## src/rtl/risc231_io_pkg.sv

```systemverilog
// rtl/risc231_io_pkg.sv - shared constants and types for RISC231 memory-mapped I/O
// Purpose: UART TX register offsets, STATUS bit positions and transmitter state enum.
// Ports: none (package).
package risc231_io_pkg;

    // Word offsets within the UART TX window (mem_addr[3:2])
    localparam logic [1:0] UART_TXDATA  = 2'd0;
    localparam logic [1:0] UART_STATUS  = 2'd1;
    localparam logic [1:0] UART_BAUDDIV = 2'd2;

    // STATUS register bit positions
    localparam int UART_STAT_BUSY    = 0;
    localparam int UART_STAT_FULL    = 1;
    localparam int UART_STAT_EMPTY   = 2;
    localparam int UART_STAT_OVERRUN = 3;

    typedef enum logic [1:0] {
        UART_IDLE  = 2'd0,
        UART_START = 2'd1,
        UART_DATA  = 2'd2,
        UART_STOP  = 2'd3
    } uart_tx_state_t;

endpackage

```

## src/rtl/uart_tx_fifo.sv

```systemverilog
// rtl/uart_tx_fifo.sv - byte queue feeding the UART transmitter
// Purpose: circular queue of DEPTH entries, or a single holding register when DEPTH == 1.
//          A push while full is accepted only if a pop frees a slot in the same cycle.
// Ports:
//   clk, reset   - clock, synchronous active-high reset (empties the queue)
//   push, din    - enqueue request and byte
//   pop, dout    - dequeue request and head byte (combinational)
//   full, empty  - occupancy flags
module uart_tx_fifo #(
    parameter int DEPTH = 4,
    parameter int WIDTH = 8
) (
    input  logic             clk,
    input  logic             reset,
    input  logic             push,
    input  logic             pop,
    input  logic [WIDTH-1:0] din,
    output logic [WIDTH-1:0] dout,
    output logic             full,
    output logic             empty
);

    logic do_pop;
    logic do_push;

    assign do_pop  = pop && !empty;
    assign do_push = push && (!full || do_pop);

    generate
        if (DEPTH == 1) begin : g_hold
            logic [WIDTH-1:0] hold;
            logic             valid;

            always_ff @(posedge clk) begin
                if (reset) begin
                    valid <= 1'b0;
                    hold  <= '0;
                end else if (do_push) begin
                    // Covers push+pop on a full register: the new byte replaces the popped one
                    hold  <= din;
                    valid <= 1'b1;
                end else if (do_pop) begin
                    valid <= 1'b0;
                end
            end

            assign dout  = hold;
            assign full  = valid;
            assign empty = !valid;
        end else begin : g_ring
            localparam int AW = $clog2(DEPTH);

            logic [WIDTH-1:0] mem [DEPTH];
            logic [AW:0]      wr_ptr;
            logic [AW:0]      rd_ptr;

            always_ff @(posedge clk) begin
                if (reset) begin
                    wr_ptr <= '0;
                    rd_ptr <= '0;
                end else begin
                    if (do_push) wr_ptr <= wr_ptr + (AW+1)'(1);
                    if (do_pop)  rd_ptr <= rd_ptr + (AW+1)'(1);
                end
            end

            // When full, the write slot equals the read slot; the head is read
            // combinationally before the edge, so push+pop on full is safe.
            always_ff @(posedge clk) begin
                if (do_push) mem[wr_ptr[AW-1:0]] <= din;
            end

            assign dout  = mem[rd_ptr[AW-1:0]];
            assign empty = (wr_ptr == rd_ptr);
            assign full  = (wr_ptr[AW] != rd_ptr[AW]) &&
                           (wr_ptr[AW-1:0] == rd_ptr[AW-1:0]);
        end
    endgenerate

endmodule

```

## src/rtl/uart_tx_mmio.sv

```systemverilog
// rtl/uart_tx_mmio.sv - memory-mapped 8N1 UART transmitter for the RISC231-M1 data bus
// Purpose: register decode (TXDATA/STATUS/BAUDDIV), baud counter and transmit FSM.
// Configuration: define UART_TX_FIFO_EN for a FIFO_DEPTH-entry queue; otherwise a
//                single holding register is used.
// Ports:
//   clk, reset - clock, synchronous active-high reset
//   sel, wr    - peripheral select and store strobe
//   addr       - word offset within the window
//   din, dout  - store data, combinational read data (0 when not selected)
//   txd        - serial output, idles high
module uart_tx_mmio #(
    parameter int CLKS_PER_BIT = 16,
    parameter int FIFO_DEPTH   = 4
) (
    input  logic        clk,
    input  logic        reset,
    input  logic        sel,
    input  logic        wr,
    input  logic [1:0]  addr,
    input  logic [31:0] din,
    output logic [31:0] dout,
    output logic        txd
);
    import risc231_io_pkg::*;

`ifdef UART_TX_FIFO_EN
    localparam int QDEPTH = FIFO_DEPTH;
`else
    localparam int QDEPTH = 1;
`endif

    localparam int unused_fifo_depth = FIFO_DEPTH;

    uart_tx_state_t state;
    logic [15:0]    bauddiv;
    logic [15:0]    frame_div;   // BAUDDIV latched at frame start
    logic [15:0]    baud_cnt;
    logic [7:0]     shreg;
    logic [2:0]     bit_idx;
    logic           overrun;

    logic           push;
    logic           pop;
    logic           q_full;
    logic           q_empty;
    logic [7:0]     q_dout;
    logic           bit_end;
    logic           unused_din;

    assign unused_din = ^din[31:16];

    assign push    = sel && wr && (addr == UART_TXDATA);
    assign bit_end = (baud_cnt == 16'd0);
    // The transmitter takes a byte when idle, or at the end of a stop bit for
    // gapless back-to-back frames.
    assign pop     = !q_empty && ((state == UART_IDLE) || (state == UART_STOP && bit_end));

    uart_tx_fifo #(
        .DEPTH (QDEPTH),
        .WIDTH (8)
    ) u_fifo (
        .clk   (clk),
        .reset (reset),
        .push  (push),
        .pop   (pop),
        .din   (din[7:0]),
        .dout  (q_dout),
        .full  (q_full),
        .empty (q_empty)
    );

    always_ff @(posedge clk) begin
        if (reset) begin
            bauddiv <= 16'(CLKS_PER_BIT);
        end else if (sel && wr && addr == UART_BAUDDIV) begin
            bauddiv <= (din[15:0] == 16'd0) ? 16'd1 : din[15:0];
        end
    end

    always_ff @(posedge clk) begin
        if (reset) begin
            overrun <= 1'b0;
        end else if (sel && wr && addr == UART_STATUS) begin
            overrun <= 1'b0;
        end else if (push && q_full && !pop) begin
            overrun <= 1'b1;
        end
    end

    always_ff @(posedge clk) begin
        if (reset) begin
            state     <= UART_IDLE;
            txd       <= 1'b1;
            shreg     <= '0;
            bit_idx   <= '0;
            baud_cnt  <= '0;
            frame_div <= 16'(CLKS_PER_BIT);
        end else begin
            case (state)
                UART_IDLE: begin
                    txd <= 1'b1;
                    if (pop) begin
                        shreg     <= q_dout;
                        frame_div <= bauddiv;
                        baud_cnt  <= bauddiv - 16'd1;
                        txd       <= 1'b0;
                        state     <= UART_START;
                    end
                end
                UART_START: begin
                    if (bit_end) begin
                        bit_idx  <= 3'd0;
                        baud_cnt <= frame_div - 16'd1;
                        txd      <= shreg[0];
                        state    <= UART_DATA;
                    end else begin
                        baud_cnt <= baud_cnt - 16'd1;
                    end
                end
                UART_DATA: begin
                    if (bit_end) begin
                        baud_cnt <= frame_div - 16'd1;
                        if (bit_idx == 3'd7) begin
                            txd   <= 1'b1;
                            state <= UART_STOP;
                        end else begin
                            bit_idx <= bit_idx + 3'd1;
                            txd     <= shreg[bit_idx + 3'd1];
                        end
                    end else begin
                        baud_cnt <= baud_cnt - 16'd1;
                    end
                end
                UART_STOP: begin
                    if (bit_end) begin
                        if (pop) begin
                            shreg     <= q_dout;
                            frame_div <= bauddiv;
                            baud_cnt  <= bauddiv - 16'd1;
                            txd       <= 1'b0;
                            state     <= UART_START;
                        end else begin
                            txd   <= 1'b1;
                            state <= UART_IDLE;
                        end
                    end else begin
                        baud_cnt <= baud_cnt - 16'd1;
                    end
                end
                default: begin
                    txd   <= 1'b1;
                    state <= UART_IDLE;
                end
            endcase
        end
    end

    always_comb begin
        dout = 32'd0;
        if (sel) begin
            case (addr)
                UART_STATUS: begin
                    dout[UART_STAT_BUSY]    = (state != UART_IDLE);
                    dout[UART_STAT_FULL]    = q_full;
                    dout[UART_STAT_EMPTY]   = q_empty;
                    dout[UART_STAT_OVERRUN] = overrun;
                end
                UART_BAUDDIV: dout = {16'd0, bauddiv};
                default:      dout = 32'd0;
            endcase
        end
    end

endmodule

```

## config.mk

```make
export PLATFORM = sky130hd
export DESIGN_NAME = uart_tx_mmio
export DESIGN_NICKNAME = d
export VERILOG_FILES = /design/src/rtl/risc231_io_pkg.sv /design/src/rtl/uart_tx_fifo.sv /design/src/rtl/uart_tx_mmio.sv
export SDC_FILE = /design/constraint.sdc
export NUM_CORES = 1
export LEC_CHECK = 0
export ABC_CLOCK_PERIOD_IN_PS = 6490
export CORE_MARGIN = 8
export CORE_UTILIZATION = 58
export DETAILED_ROUTE_END_ITERATION = 16
export HOLD_SLACK_MARGIN = 0.03
export PLACE_DENSITY = 0.86
export SKIP_CTS_REPAIR_TIMING = 1
export SLEW_MARGIN = 20
export SYNTH_ARGS = -nofsm -noshare
export SYNTH_HDL_FRONTEND = slang
export SYNTH_SLANG_ARGS = --single-unit
```

## constraint.sdc

```tcl
create_clock -name clk -period 6.49 [get_ports clk]
set_input_delay 0.9735 -clock clk [delete_from_list [all_inputs] [get_ports clk]]
set_output_delay 0.9735 -clock clk [all_outputs]
set_load 0.02 [all_outputs]
```

After elaboration in Yosys (flattened, before gate mapping)
Index checks and enable logic that the tools add are counted.
{ "op_classes": {"magnitude_cmp": 1, "reduce_logical": 28, "bitwise": 0, "n_div": 0, "shift": 0, "add_sub_neg": 4, "muxes": 35, "multipliers": 0, "eq_ne": 12} }
{ "ops": {"columns": ["cell", "n"], "rows": [
  ["two-way mux 16 bit", 7],
  ["one-hot mux 16 bit (3 select lines)", 1],
  ["subtractor 16 x 1 -> 16 bit (second input constant)", 3],
  ["logical NOT 16 bit", 2],
  ["one-hot mux 16 bit (2 select lines)", 1],
  ["two-way mux 8 bit", 2],
  ["one-hot mux 8 bit (2 select lines)", 1],
  ["two-way mux 12 bit", 1],
  ["!= test 2 bit (second input constant)", 6],
  ["logical AND 1 bit", 10],
  ["two-way mux 2 bit", 5],
  ["two-way mux 1 bit", 9],
  ["two-way mux 3 bit", 3],
  ["one-hot mux 2 bit (4 select lines)", 1],
  ["one-hot mux 4 bit (2 select lines)", 1],
  ["nonzero test 2 bit", 4],
  ["== test 2 bit (second input constant)", 3],
  ["one-hot mux 3 bit (2 select lines)", 1],
  ["AND reduction 5 bit", 1],
  ["== test 2 x 1 -> 1 bit (second input constant)", 2],
  ["logical NOT 2 bit", 2],
  ["< comparator 3 x 4 -> 1 bit (second input constant)", 1],
  ["one-hot mux 1 bit (4 select lines)", 1],
  ["AND reduction 4 bit", 1],
  ["8 further kinds", 11]
]} }
{ "word_totals": {"romBits": 0, "ff_bits": 72, "elab_cells": 90, "inputBits": 38, "mem_bits_rw": 0, "latchBits": 0, "output_inout_bits": 33, "n_memories": 0} }

Depth between registers and ports, before layout
{ "logic_depth": {"word_depth": 8, "ltp_mapped": 8, "depth_no_buf": 7} }

By module
A second synthesis with hierarchy kept.
{ "hier_totals": {"hier_cells": 579, "area_unflattened_um2": 4525.6} }
{ "modules_own_cells": {"columns": ["mod", "cells_each", "n_inst", "area_each_um2", "seq_area_each_um2"], "rows": [
  ["uart_tx_mmio", 539, 1, 4115.2, 1261.2],
  ["uart_tx_fifo", 40, 1, 410.4, 180.2]
]} }

Least setup slack after synthesis
No wires, ideal clock.
{ "synth_path": {"kind": "input to output", "startpoint": "input port addr[0]", "endpoint": "output port dout[10]", "arrival_time_ps": 1885, "required_time_ps": 5516, "path_buffers": 2, "path_stages": 5, "path_slack_ps": 3632, "path_cell_list": "inv_1 -> ha_1 -> clkbuf_1 -> clkbuf_1 -> and3_1"} }
{ "synth_between": {"elab_chain_cells": 3} }
{ "synth_lines": {"columns": ["item", "line_no", "rtl"], "rows": [
  ["from (decl)", "uart_tx_mmio.sv:19", "input logic [1:0] addr,"],
  ["== test 2 bit", "uart_tx_mmio.sv:161", "case (addr)"],
  ["two-way mux 12 bit", "uart_tx_mmio.sv:161", null],
  ["two-way mux 16 bit", "uart_tx_mmio.sv:160", "if (sel) begin"],
  ["to (decl)", "uart_tx_mmio.sv:21", "output logic [31:0] dout,"]
]} }
No other way between the ends.

Final worst setup path
{ "layout_path": {"startpoint": "input port addr[0]", "endpoint": "output port dout[1]"} }
{ "layout_between": {"elab_chain_cells": 3, "word_cells_on_any_way": 4, "classes_between": "eq/ne (2); mux (2)"} }
{ "layout_lines": {"columns": ["item", "line_no"], "rows": [
  ["== test 2 bit or == test 2 x 1 -> 1 bit (tied branches)", "uart_tx_mmio.sv:161"],
  ["one-hot mux 4 bit (2 select lines) (*)", "uart_tx_mmio.sv:161"],
  ["two-way mux 16 bit (*)", "uart_tx_mmio.sv:160"]
]} }
Mark *: on every way between the ends. The rest lies on a longest branch, timed or not.

==> flow_metrics.tcl <==
set metrics [dict create \
    status "finished, final reports clean" \
    cts_tree "yes" \
    critPathLaunchType "input port" \
    async_flop_share 0 \
    dpl.hpwl_mm 8.26 \
    drc 0 \
    cpPeakStageDelay_ps 620 \
    critPathSlowestCell "clkdlybuf4s50_1" \
    criticalPathCategory "in2out" \
    synthTopCellsByArea "dfxtp_1 33%, mux2i_1 8.8%, nor2_1 5.1%" \
    synthFlopType "dfxtp_1" \
    crit_chain "clkdlybuf4s50_1 > inv_1 > ha_1 > a22oi_1 > nor2_1 > clkdlybuf4s50_1" \
    ys_ff_latch 72 \
    gp_congestion 0.923 \
    tns_ps 0 \
    vias_per_cell 6.15 \
    nNetsFinal 605 \
    port_buffers 38 \
    start_util 0.584 \
    fin_crit_ps 3910 \
    diodes 0 \
    crit_fanout 18 \
    post-synth-top-count-cell "dfxtp_1" \
    min_path_type "reg2reg" \
    ant_nets 0 \
    rsz0062_at_grt "false" \
    track_usage 0.229 \
    yosys_warnings 0 \
    fmax_ghz 0.256 \
    core_um2 7570 \
    die_y_um 103 \
    synth_top_area_frac 0.326 \
    end_kind "output port" \
    avgSynthCellArea_um2 8.25 \
    worstPathArrival_ps 2940 \
    synth_seq_area_share 0.326 \
    synth_top_cell_by_area "dfxtp_1" \
    grt_pass1_wl_mm 19.4 \
    fin_skew_ps 8.31 \
    synth_commonest_cells "72 x dfxtp_1, 60 x nor2_1, 52 x nand2_1" \
    synth_cell_types 62 \
    leakage_nw 2.08 \
    drive_gt1_frac 0.0698 \
    cp_common_cell "clkdlybuf4s50_1" \
    path_clk_slew_ps 80 \
    report.final.slew_viol_count 0 \
    peakVddDrop_mv 0.220 \
    synth-edff-count 0 \
    htree_levels 3 \
    worst_pin_slew_ps 911 \
    finalHoldViolations 0 \
    synthCells 536 \
    antenna_found_initial 0 \
    rows 32 \
    firstDrtPassIters 6 \
    insertion_delay_ps 360 \
    power-per-cell-area_nw_per_um2 284 \
    syn2layout_area_growth_pct 12.4 \
    clock_path_buffers 2 \
    setup_violations 0 \
    die-area_um2 10700 \
    num_io_pins 71 \
    drtIter0Drc 306 \
    cts_root_buf "clkbuf_8" \
    post-route-period-util 0.603 \
    cts_made_buffers 9 \
    whs_ps 466 \
    critPathRequiredTime_ps 5520 \
    grt_overflow 0 \
    cts.sinks 72 \
    wl_per_cell_um 17.5 \
    max_slew_margin 0.388 \
    grt_pass1_vias 3954 \
    die_w_um 103 \
    netlist_area_um2 4420 \
    grt_max_degree 60 \
    wl_mm 11.6 \
    maxCapViolations 0 \
    routed-via-count 4067 \
]
-- per-layer routing --
layer | share of wire | track usage
met5 | 0 | 0
met4 | 0.014 | 0.0901
met3 | 0.082 | 0.0556
met2 | 0.47 | 0.372
met1 | 0.43 | 0.286
-- flip-flops by register name, indices dropped and copies added, names as in the netlist, 2 cells and up --
signal       cells
baud_cnt        16
bauddiv         16
bit_idx          3
frame_div       16
shreg            8
state            2
u_fifo.dout      8
-- metrics by stage --
step	power [W]	instance area, µm²	setup slack [ps]	util	cells
4_1_cts	0.00139	4940	2620	0.653	660
3_5_place_dp	0.00101	4730	2630	0.625	644
6_report	0.00141	4970	2580	0.657	661
3_3_place_gp	0.00100	4730	2660	0.625	644
2_1_floorplan	0.000894	4480	3630	-	551
5_1_grt	0.00148	4970	2470	0.657	661
-- final timing paths --
kind                                 start          end  slack, ps  cells after the start
worst max-delay path               addr[0]      dout[1]       2580                      6
worst min-delay path            bit_idx[1]   bit_idx[1]        470                      2
worst min register to register  bit_idx[1]   bit_idx[1]        470                      2
worst max register to register    state[1]  baud_cnt[5]       3520                      6
-- layout by cell type, fill, tap and decap left out, types with 4 or more instances in the layout --
master / netlist / layout
conb_1: 1 / 16
o32ai_1: 5 / 5
nor4_1: 13 / 13
clkbuf_8: 0 / 10
mux2i_1: 39 / 39
nand4_1: 6 / 6
or3_1: 6 / 6
inv_1: 16 / 16
nor2_1: 60 / 60
a21oi_1: 31 / 31
xnor2_1: 12 / 12
dfxtp_1: 72 / 72
nand2_1: 52 / 52
o21ai_0: 14 / 14
a22oi_1: 7 / 7
xor2_1: 15 / 15
ha_1: 13 / 13
o31a_1: 4 / 4
or4_1: 6 / 6
clkdlybuf4s50_1: 0 / 37
and3_1: 13 / 13
nor3b_1: 4 / 4
o31ai_1: 7 / 7
nor3_1: 19 / 19
o21ai_1: 5 / 4
nand3_1: 10 / 10
-- layout make-up --
| type | instances | area, µm² |
|---|---|---|
| multi-input cells | 414 | 2710 |
| fillers | 603 | 2600 |
| flip-flops and latches | 72 | 1440 |
| repair buffers | 41 | 418 |
| clock buffers | 10 | 138 |
| well taps | 102 | 128 |
| clock inverters | 6 | 73.8 |
| inverters | 16 | 60.1 |
-- cells by family (layout without fill, tap and decap cells) --
kind of cell	Yosys count	in the layout	share of synthesized area
fa+ha+maj	13	13	0.0368
mux	42	42	0.101
other cells	1	16	0.000848
xor+xnor	27	27	0.0535
simple gates	211	211	0.249
buf+inv	65	73	0.0747
flops	72	72	0.326
compound gates	105	105	0.158
-- critical path: cells and delay by family --
kind | cells | cell delay [ps]
buffers and inverters | 3 | 1160
adder cells (fa/ha/maj) | 1 | 480
AO/OA/AOI/OAI | 1 | 190
AND/OR/NAND/NOR | 1 | 140
-- report_power, final --
group	leakage (nW)	switching, W	internal, W	total (W)
Clock	0.108	0.000194	0.000194	0.000387
Combinational	1.39	0.000341	0.000189	0.000530
Sequential	0.582	0.0000304	0.000463	0.000493
No activity file was read; power rests on OpenSTA's default activity.
